File: config.mk
export PLATFORM = sky130hd
export DESIGN_NAME = uart_word_sender_flat
export DESIGN_NICKNAME = d
export VERILOG_FILES = /design/src/rtl/uart_word_sender_if.sv /design/src/rtl/uart_word_sender.sv /design/src/flat_wrapper.sv
export SDC_FILE = /design/constraint.sdc
export NUM_CORES = 1
export LEC_CHECK = 0
export ABC_AREA = 1
export CORE_AREA = 2 2 71 73
export DETAILED_ROUTE_END_ITERATION = 10
export DIE_AREA = 0 0 73 75
export PLACE_DENSITY = 0.79
export SLEW_MARGIN = 20
export SYNTH_ARGS = -nofsm -noshare
export SYNTH_HDL_FRONTEND = slang
export SYNTH_SLANG_ARGS = --single-unit
File: constraint.sdc
create_clock -name clk -period 2.05 [get_ports clk]
set_clock_uncertainty 0.15 [all_clocks]
set_input_delay 0.3075 -clock clk [delete_from_list [all_inputs] [get_ports clk]]
set_output_delay 0.3075 -clock clk [all_outputs]
set_load 0.02 [all_outputs]
File: src/rtl/uart_word_sender_if.sv
// Host/transmitter signal bundle for uart_word_sender.
// The slave modport is the sequencer; the master modport drives the host and UART sides.
interface uart_word_sender_if;
  localparam int unsigned WORD_W = 16;
  localparam int unsigned BYTE_W = 8;

  logic [WORD_W-1:0] word_in;
  logic              send;
  logic              TX_BUSY;
  logic [BYTE_W-1:0] Tx_DATA;
  logic              Tx_WR;
  logic              TX_EN;
  logic              ready;
  logic              busy;
  logic              done;
  logic              tx_error;

  modport master (
    output word_in, send, TX_BUSY,
    input  Tx_DATA, Tx_WR, TX_EN, ready, busy, done, tx_error
  );

  modport slave (
    input  word_in, send, TX_BUSY,
    output Tx_DATA, Tx_WR, TX_EN, ready, busy, done, tx_error
  );
endinterface

File: src/rtl/uart_word_sender.sv
// Splits a 16-bit word into two UART byte writes (high byte first), paced by the
// transmitter busy flag, with a one-word pending buffer and a sticky ack-timeout flag.
module uart_word_sender #(
  parameter int unsigned GAP_CYCLES   = 4,
  parameter int unsigned BUSY_TIMEOUT = 16
) (
  input logic               clk,
  input logic               reset,
  uart_word_sender_if.slave bus
);
  localparam int unsigned WORD_W      = 16;
  localparam int unsigned BYTE_W      = 8;
  localparam int unsigned TMO_W       = $clog2(BUSY_TIMEOUT + 1);
  localparam int unsigned GAP_W       = (GAP_CYCLES < 1) ? 1 : $clog2(GAP_CYCLES + 1);
  // The low byte returns through IDLE, which costs one cycle of the gap.
  localparam int unsigned GAP_LAST_HI = GAP_CYCLES;
  localparam int unsigned GAP_LAST_LO = (GAP_CYCLES == 0) ? 0 : GAP_CYCLES - 1;

  typedef enum logic [2:0] {
    S_IDLE      = 3'd0,
    S_WRITE     = 3'd1,
    S_WAIT_ACK  = 3'd2,
    S_WAIT_DONE = 3'd3,
    S_GAP       = 3'd4
  } state_t;

  state_t            state, state_nxt;
  logic [WORD_W-1:0] buf_q;
  logic [WORD_W-1:0] active_q, active_nxt;
  logic              valid_q, valid_nxt;
  logic              sel_lo_q, sel_lo_nxt;
  logic [TMO_W-1:0]  tmo_q, tmo_nxt;
  logic [GAP_W-1:0]  gap_q, gap_nxt;
  logic [GAP_W-1:0]  gap_last_c;
  logic              accept_c, pop_c, timeout_c, done_c;

  logic [BYTE_W-1:0] data_q, data_nxt;
  logic              wr_q, en_q, ready_q, busy_q, done_q, err_q, err_nxt;

  assign accept_c   = bus.send && ready_q;
  assign gap_last_c = sel_lo_q ? GAP_W'(GAP_LAST_LO) : GAP_W'(GAP_LAST_HI);

  // State and datapath registers
  always_ff @(posedge clk) begin
    if (!reset) begin
      state    <= S_IDLE;
      buf_q    <= '0;
      active_q <= '0;
      valid_q  <= 1'b0;
      sel_lo_q <= 1'b0;
      tmo_q    <= '0;
      gap_q    <= '0;
      data_q   <= '0;
      wr_q     <= 1'b0;
      en_q     <= 1'b0;
      ready_q  <= 1'b1;
      busy_q   <= 1'b0;
      done_q   <= 1'b0;
      err_q    <= 1'b0;
    end else begin
      state    <= state_nxt;
      active_q <= active_nxt;
      valid_q  <= valid_nxt;
      sel_lo_q <= sel_lo_nxt;
      tmo_q    <= tmo_nxt;
      gap_q    <= gap_nxt;
      if (accept_c) buf_q <= bus.word_in;
      data_q   <= data_nxt;
      wr_q     <= (state_nxt == S_WRITE);
      en_q     <= 1'b1;
      ready_q  <= !valid_nxt;
      busy_q   <= (state_nxt != S_IDLE);
      done_q   <= done_c;
      err_q    <= err_nxt;
    end
  end

  // Next-state logic
  always_comb begin
    state_nxt  = state;
    active_nxt = active_q;
    sel_lo_nxt = sel_lo_q;
    tmo_nxt    = tmo_q;
    gap_nxt    = gap_q;
    pop_c      = 1'b0;
    timeout_c  = 1'b0;
    done_c     = 1'b0;
    case (state)
      S_IDLE: begin
        if (valid_q && !bus.TX_BUSY) begin
          pop_c      = 1'b1;
          active_nxt = buf_q;
          sel_lo_nxt = 1'b0;
          state_nxt  = S_WRITE;
        end
      end
      S_WRITE: begin
        tmo_nxt   = '0;
        state_nxt = S_WAIT_ACK;
      end
      S_WAIT_ACK: begin
        if (bus.TX_BUSY) begin
          state_nxt = S_WAIT_DONE;
        end else begin
          tmo_nxt = tmo_q + TMO_W'(1);
          if (tmo_nxt == TMO_W'(BUSY_TIMEOUT)) begin
            timeout_c = 1'b1;
            state_nxt = S_IDLE;
          end
        end
      end
      S_WAIT_DONE: begin
        if (!bus.TX_BUSY) begin
          gap_nxt   = '0;
          done_c    = sel_lo_q;
          state_nxt = S_GAP;
        end
      end
      S_GAP: begin
        if (gap_q == gap_last_c) begin
          if (!sel_lo_q) begin
            sel_lo_nxt = 1'b1;
            state_nxt  = S_WRITE;
          end else begin
            state_nxt = S_IDLE;
          end
        end else begin
          gap_nxt = gap_q + GAP_W'(1);
        end
      end
      default: state_nxt = S_IDLE;
    endcase
  end

  // Buffer, error flag and transmit byte updates
  always_comb begin
    valid_nxt = valid_q;
    err_nxt   = err_q;
    data_nxt  = data_q;
    if (pop_c)     valid_nxt = 1'b0;
    if (accept_c) begin
      valid_nxt = 1'b1;
      err_nxt   = 1'b0;
    end
    if (timeout_c) err_nxt = 1'b1;
    if (state_nxt == S_WRITE)
      data_nxt = sel_lo_nxt ? active_nxt[BYTE_W-1:0] : active_nxt[WORD_W-1:BYTE_W];
  end

  assign bus.Tx_DATA  = data_q;
  assign bus.Tx_WR    = wr_q;
  assign bus.TX_EN    = en_q;
  assign bus.ready    = ready_q;
  assign bus.busy     = busy_q;
  assign bus.done     = done_q;
  assign bus.tx_error = err_q;
endmodule
File: src/flat_wrapper.sv
// flat-port wrapper written by rule: the top's interface ports become plain ports
module uart_word_sender_flat 
#(
  parameter int unsigned GAP_CYCLES   = 4,
  parameter int unsigned BUSY_TIMEOUT = 16
)
  (clk, reset, bus_word_in, bus_send, bus_TX_BUSY, bus_Tx_DATA, bus_Tx_WR, bus_TX_EN, bus_ready, bus_busy, bus_done, bus_tx_error);
  uart_word_sender_if bus_i ();
  input logic clk;
  input logic reset;
  input wire logic [$bits(bus_i.word_in)-1:0] bus_word_in;
  input wire logic [$bits(bus_i.send)-1:0] bus_send;
  input wire logic [$bits(bus_i.TX_BUSY)-1:0] bus_TX_BUSY;
  output wire logic [$bits(bus_i.Tx_DATA)-1:0] bus_Tx_DATA;
  output wire logic [$bits(bus_i.Tx_WR)-1:0] bus_Tx_WR;
  output wire logic [$bits(bus_i.TX_EN)-1:0] bus_TX_EN;
  output wire logic [$bits(bus_i.ready)-1:0] bus_ready;
  output wire logic [$bits(bus_i.busy)-1:0] bus_busy;
  output wire logic [$bits(bus_i.done)-1:0] bus_done;
  output wire logic [$bits(bus_i.tx_error)-1:0] bus_tx_error;
  assign bus_i.word_in = bus_word_in;
  assign bus_i.send = bus_send;
  assign bus_i.TX_BUSY = bus_TX_BUSY;
  assign bus_Tx_DATA = bus_i.Tx_DATA;
  assign bus_Tx_WR = bus_i.Tx_WR;
  assign bus_TX_EN = bus_i.TX_EN;
  assign bus_ready = bus_i.ready;
  assign bus_busy = bus_i.busy;
  assign bus_done = bus_i.done;
  assign bus_tx_error = bus_i.tx_error;
  uart_word_sender #(.GAP_CYCLES(GAP_CYCLES), .BUSY_TIMEOUT(BUSY_TIMEOUT)) u_core (.clk(clk), .reset(reset), .bus(bus_i));
endmodule
# == After elaboration in Yosys (flattened, before gate mapping) ==
# Cells that the tools add are included.
# totals
wordCells,69
regBits,59
output_inout_bits,14
input_bits,20
# classes
bitwise,2
addsub,2
n_reduce_logical,12
n_eq_ne,10
muxes,29
# ops
cell,n
2-to-1 mux 16 bit,2
2-to-1 mux 3 bit,8
one-hot mux 3 bit (5 select lines),1
2-to-1 mux 1 bit,13
one-hot mux 5 bit (2 select lines),1
2-to-1 mux 8 bit,1
equality test 3 x 1 -> 1 bit (second input constant),2
equality test 3 x 2 -> 1 bit (second input constant),2
!= test 2 bit (second input constant),3
one-hot mux 3 bit (2 select lines),1
nonzero test 2 bit,3
adder 5 x 1 -> 5 bit (second input constant),1
equality test 5 bit (second input constant),1
2-to-1 mux 5 bit,1
adder 3 x 1 -> 3 bit (second input constant),1
equality test 3 bit,1
equality test 3 bit (second input constant),1
logical NOT 3 bit,1
AND reduction 3 bit,1
nonzero test 3 bit,1
OR reduction 3 bit,1
logical AND 1 bit,2
logical NOT 1 bit,2
NOT 1 bit,2
other kinds (2),2

# == Logic depth before layout (Yosys ltp) ==
# logic_depth
ltp_word,7
mapped_depth,11
mapped_depth_nobuf,10

# == Worst setup path before layout ==
# No wires, ideal clock.
# synth_timing
path_type,flip-flop to flip-flop
from,reg u_core.tmo_q[0]
to,"reg u_core.data_q[0], in the netlist u_core.bus.Tx_DATA[0]"
path_buffers,1
slack_ns,0.482
synth_period_minus_slack_ns,1.568
arrival_time_ns,1.305
setup_ns,0.113
stages_incl_launch_ff,11
t_required_ns,1.787
path_cell_list,dfxtp_1 > ha_1 > nand3_1 > nand2_1 > nand2_1 > nand3_1 > nand2_2 > nand3_4 > buf_6 > nor2_1 > nor2_1
# synth_between
elab_chain_len,6
# synth_rtl
item,line,rtl
"start, declared",uart_word_sender.sv:32,"logic [TMO_W-1:0] tmo_q, tmo_nxt;"
"start signal, assigned",uart_word_sender.sv:65,tmo_q <= tmo_nxt;
adder 5 x 1 -> 5 bit,uart_word_sender.sv:105,tmo_nxt = tmo_q + TMO_W'(1);
equality test 5 bit,uart_word_sender.sv:106,if (tmo_nxt == TMO_W'(BUSY_TIMEOUT)) begin
2-to-1 mux 3 bit,uart_word_sender.sv:106,
2-to-1 mux 3 bit,uart_word_sender.sv:102,if (bus.TX_BUSY) begin
one-hot mux 3 bit (5 select lines),uart_word_sender.sv:88,case (state)
equality test 3 x 1 -> 1 bit,uart_word_sender.sv:146,if (state_nxt == S_WRITE)
"end signal, assigned",uart_word_sender.sv:68,data_q <= data_nxt;
"end, declared",uart_word_sender.sv:37,"logic [BYTE_W-1:0] data_q, data_nxt;"
# Every way passes these cells.
# A chain may end at the register's enable or synchronous reset.

# == Final worst setup path ==
# layout_timing
from,reg u_core.state[2]
to,"reg u_core.data_q[1], in the netlist u_core.bus.Tx_DATA[1]"
# layout_between
elab_chain_len,4
word_cells_on_any_way,15
classes_between,eq/ne: 5; mux: 9; reduce/logical: 1
# layout_rtl
item,line,rtl
"start, declared",uart_word_sender.sv:27,"state_t state, state_nxt;"
"start signal, assigned",uart_word_sender.sv:61,state <= state_nxt;
2-to-1 mux 3 bit,uart_word_sender.sv:106,
2-to-1 mux 3 bit,uart_word_sender.sv:102,
one-hot mux 3 bit (5 select lines),uart_word_sender.sv:88,
equality test 3 x 1 -> 1 bit,uart_word_sender.sv:146,
# Several ways; a longest one is shown, not always the timed one.

==> reports/qor.yml <==
crit_required_ps: 2130
worst_pin_slew_ps: 372
viasPerCell: 4.96
rows: 25
routedWlPerCell_um: 11.6
cellLeakagePower_nw: 1.38
first_pass_iters: 4
fin_crit_ps: 1810
start_util: 0.532
slowest_stage: "dfxtp_1"
vdd_ir_drop_max_v: 0.000482
synth_edf_count: 0
ff2ff_path_depth: 9
final_nets: 405
most-common-layout-cells: "nand2_1 (92), nor2_1 (64), dfxtp_1 (59), clkdlybuf4s50_1 (33), a21oi_1 (25)"
cts_tree: "yes"
clkSinkCount: 59
initialDrtViolationCount: 121
area_growth_syn_to_layout_pct: 24.9
routed_wirelength_um: 5110
slew_violations: 0
ant_nets: 0
grt.total_usage: 0.212
rsz0062_at_grt: "no"
path_clk_slew_ps: 70
hold_violations: 0
insertion_delay_ps: 340
maxCapViolations: 0
die_w_um: 73
power_mw: 2.88
ys_ff_latch: 59
layout_commonest_cell: "nand2_1"
final.setup.tns_ps: 0
hp-class: "reg -> reg"
cp_cell_sequence: "inv_2, nor3_4, nand3_1, nand2_2, nand2_2, nand2_1, nand2_1, nor2_1, nor2_1"
synth_nets: 365
core_um2: 4660
syn-instance-count: 343
cts_root_buf: "clkbuf_8"
r2r-start: "u_core.state[2]"
hold_buffers: 0
drive_gt1_frac: 0.106
status: "completed"
grt-ovfl-total: 0
worst-setup-path-type: "reg -> reg"
finalWeightedCongestion: 0.773
die-area_um2: 5480
clock.fmax_mhz: 554
crit_fanout: 9
rrSetupSlack_ps: 240
grt_start_max_net_pins: 33
critPathLaunch: "u_core.state[2]"
synth.distinct_cells: 21
via_count: 2194
post_cts_buffers: 0
first_global_vias: 2015
crit_path_end_kind: "register"
antenna_found_initial: 0
cts_resized: 0
max_stage_delay_ps: 390
r2r-end: "u_core.bus.Tx_DATA[1]"
synth_ff_type: "dfxtp_1"
synth-async-reset-ratio: 0
power.density_nw_per_um2: 928
clock_path_buffers: 2
report.final.setup_viol: 0
hpwl_um: 3440
syn_avg_cell_area_um2: 7.23
diodes: 0
yosysWarnings: 0
crit_arrival_ps: 1890
worstSetupEndpoint: "u_core.bus.Tx_DATA[1]"
slew-limit-headroom: 0.751
fin_crit_sh: 0.881
cts_inserted_buffers: 9
ys_seq_area_frac: 0.476
io_buffers: 33
htree_levels: 3
grt_pass1_wl_um: 8820
die_h_um: 75
drcViolationCount: 0
syn_area_um2: 2480
start_kind: "register"
ios: 34
[sequential cells by signal (all words and copies together) (netlist names)]
register,count
u_core.bus.Tx_WR,1
u_core.gap_q,3
u_core.bus.ready,1
u_core.active_q,16
u_core.valid_q,1
u_core.bus.done,1
u_core.sel_lo_q,1
u_core.buf_q,16
u_core.tmo_q,5
u_core.bus.TX_EN,1
u_core.state,3
u_core.bus.busy,1
u_core.bus.tx_error,1
u_core.bus.Tx_DATA,8
[metal layers]
layer | vias up | track usage | share of wire
met5 | - | 0 | 0
li1 | 1166 | - | -
met4 | 0 | 0.117 | 0.020
met3 | 10 | 0.0562 | 0.047
met2 | 48 | 0.327 | 0.45
met1 | 970 | 0.270 | 0.48
[critical path, delay by kind of cell, from the launching register on]
kind	cells	cell delay, ps
simple gates	8	1060
flops	1	390
buf+inv	1	110
[cells in the mapped netlist, types with 2 or more instances]
| library cell | count | share of area |
|---|---|---|
| nand2_1 | 92 | 0.14 |
| nor2_1 | 64 | 0.097 |
| dfxtp_1 | 59 | 0.48 |
| a21oi_1 | 25 | 0.050 |
| o21ai_0 | 22 | 0.044 |
| inv_1 | 21 | 0.032 |
| nand3_1 | 20 | 0.040 |
| nand2_2 | 8 | 0.020 |
| clkbuf_1 | 6 | 0.0091 |
| inv_2 | 4 | 0.0061 |
| nand4_1 | 4 | 0.010 |
| buf_2 | 3 | 0.0061 |
| buf_6 | 2 | 0.0091 |
| clkinv_1 | 2 | 0.0030 |
| ha_1 | 2 | 0.010 |
| nor2_4 | 2 | 0.0091 |
| nor3_1 | 2 | 0.0040 |
| nor3_4 | 2 | 0.013 |
[through the flow]
step                      setup slack (ps)   util  std cells  hold slack, ps  instance area, um^2
after floorplan                        482      -        343             185                 2480
after global placement                54.9  0.616        426             305                 2870
after detailed placement              31.8  0.616        426             309                 2870
after CTS                              256  0.665        442             320                 3100
after global routing                   141  0.665        442             345                 3100
final                                  244  0.665        442             320                 3100
[how the worst min path moves through the flow]
stage | start | to | slack, ps | cells after the start
2_1_floorplan | reset | u_core.bus.TX_EN | 190 | 0
3_3_place_gp | u_core.active_q[12] | u_core.active_q[12] | 300 | 2
3_5_place_dp | u_core.active_q[10] | u_core.active_q[10] | 310 | 2
4_1_cts | u_core.active_q[10] | u_core.active_q[10] | 320 | 2
5_1_grt | u_core.active_q[8] | u_core.active_q[8] | 340 | 2
6_report | u_core.active_q[11] | u_core.active_q[11] | 320 | 2
[area by class of cell]
cell class	instances	area, um^2
clock inverter	4	72.6
tap	54	67.6
inverter	27	101
sequential	59	1180
fill	403	1560
timing repair buffer	40	383
clock buffer	12	155
multi-input combinational	246	1140
[power breakdown]
group	internal, mW	leakage, nW	switching (mW)	total, mW
sequential	1.23	0.482	0.0518	1.28
combinational	0.171	0.784	0.226	0.397
clock	0.749	0.113	0.453	1.20
total	2.15	1.38	0.730	2.88
[kinds of logic after synthesis]
logic type	share of synthesized area
flip-flops	0.476
adder cells (fa/ha/maj)	0.0101
buffers and inverters	0.0651
AND/OR/NAND/NOR	0.349
AO/OA/AOI/OAI	0.0999
(Power assumes the default switching activity.)
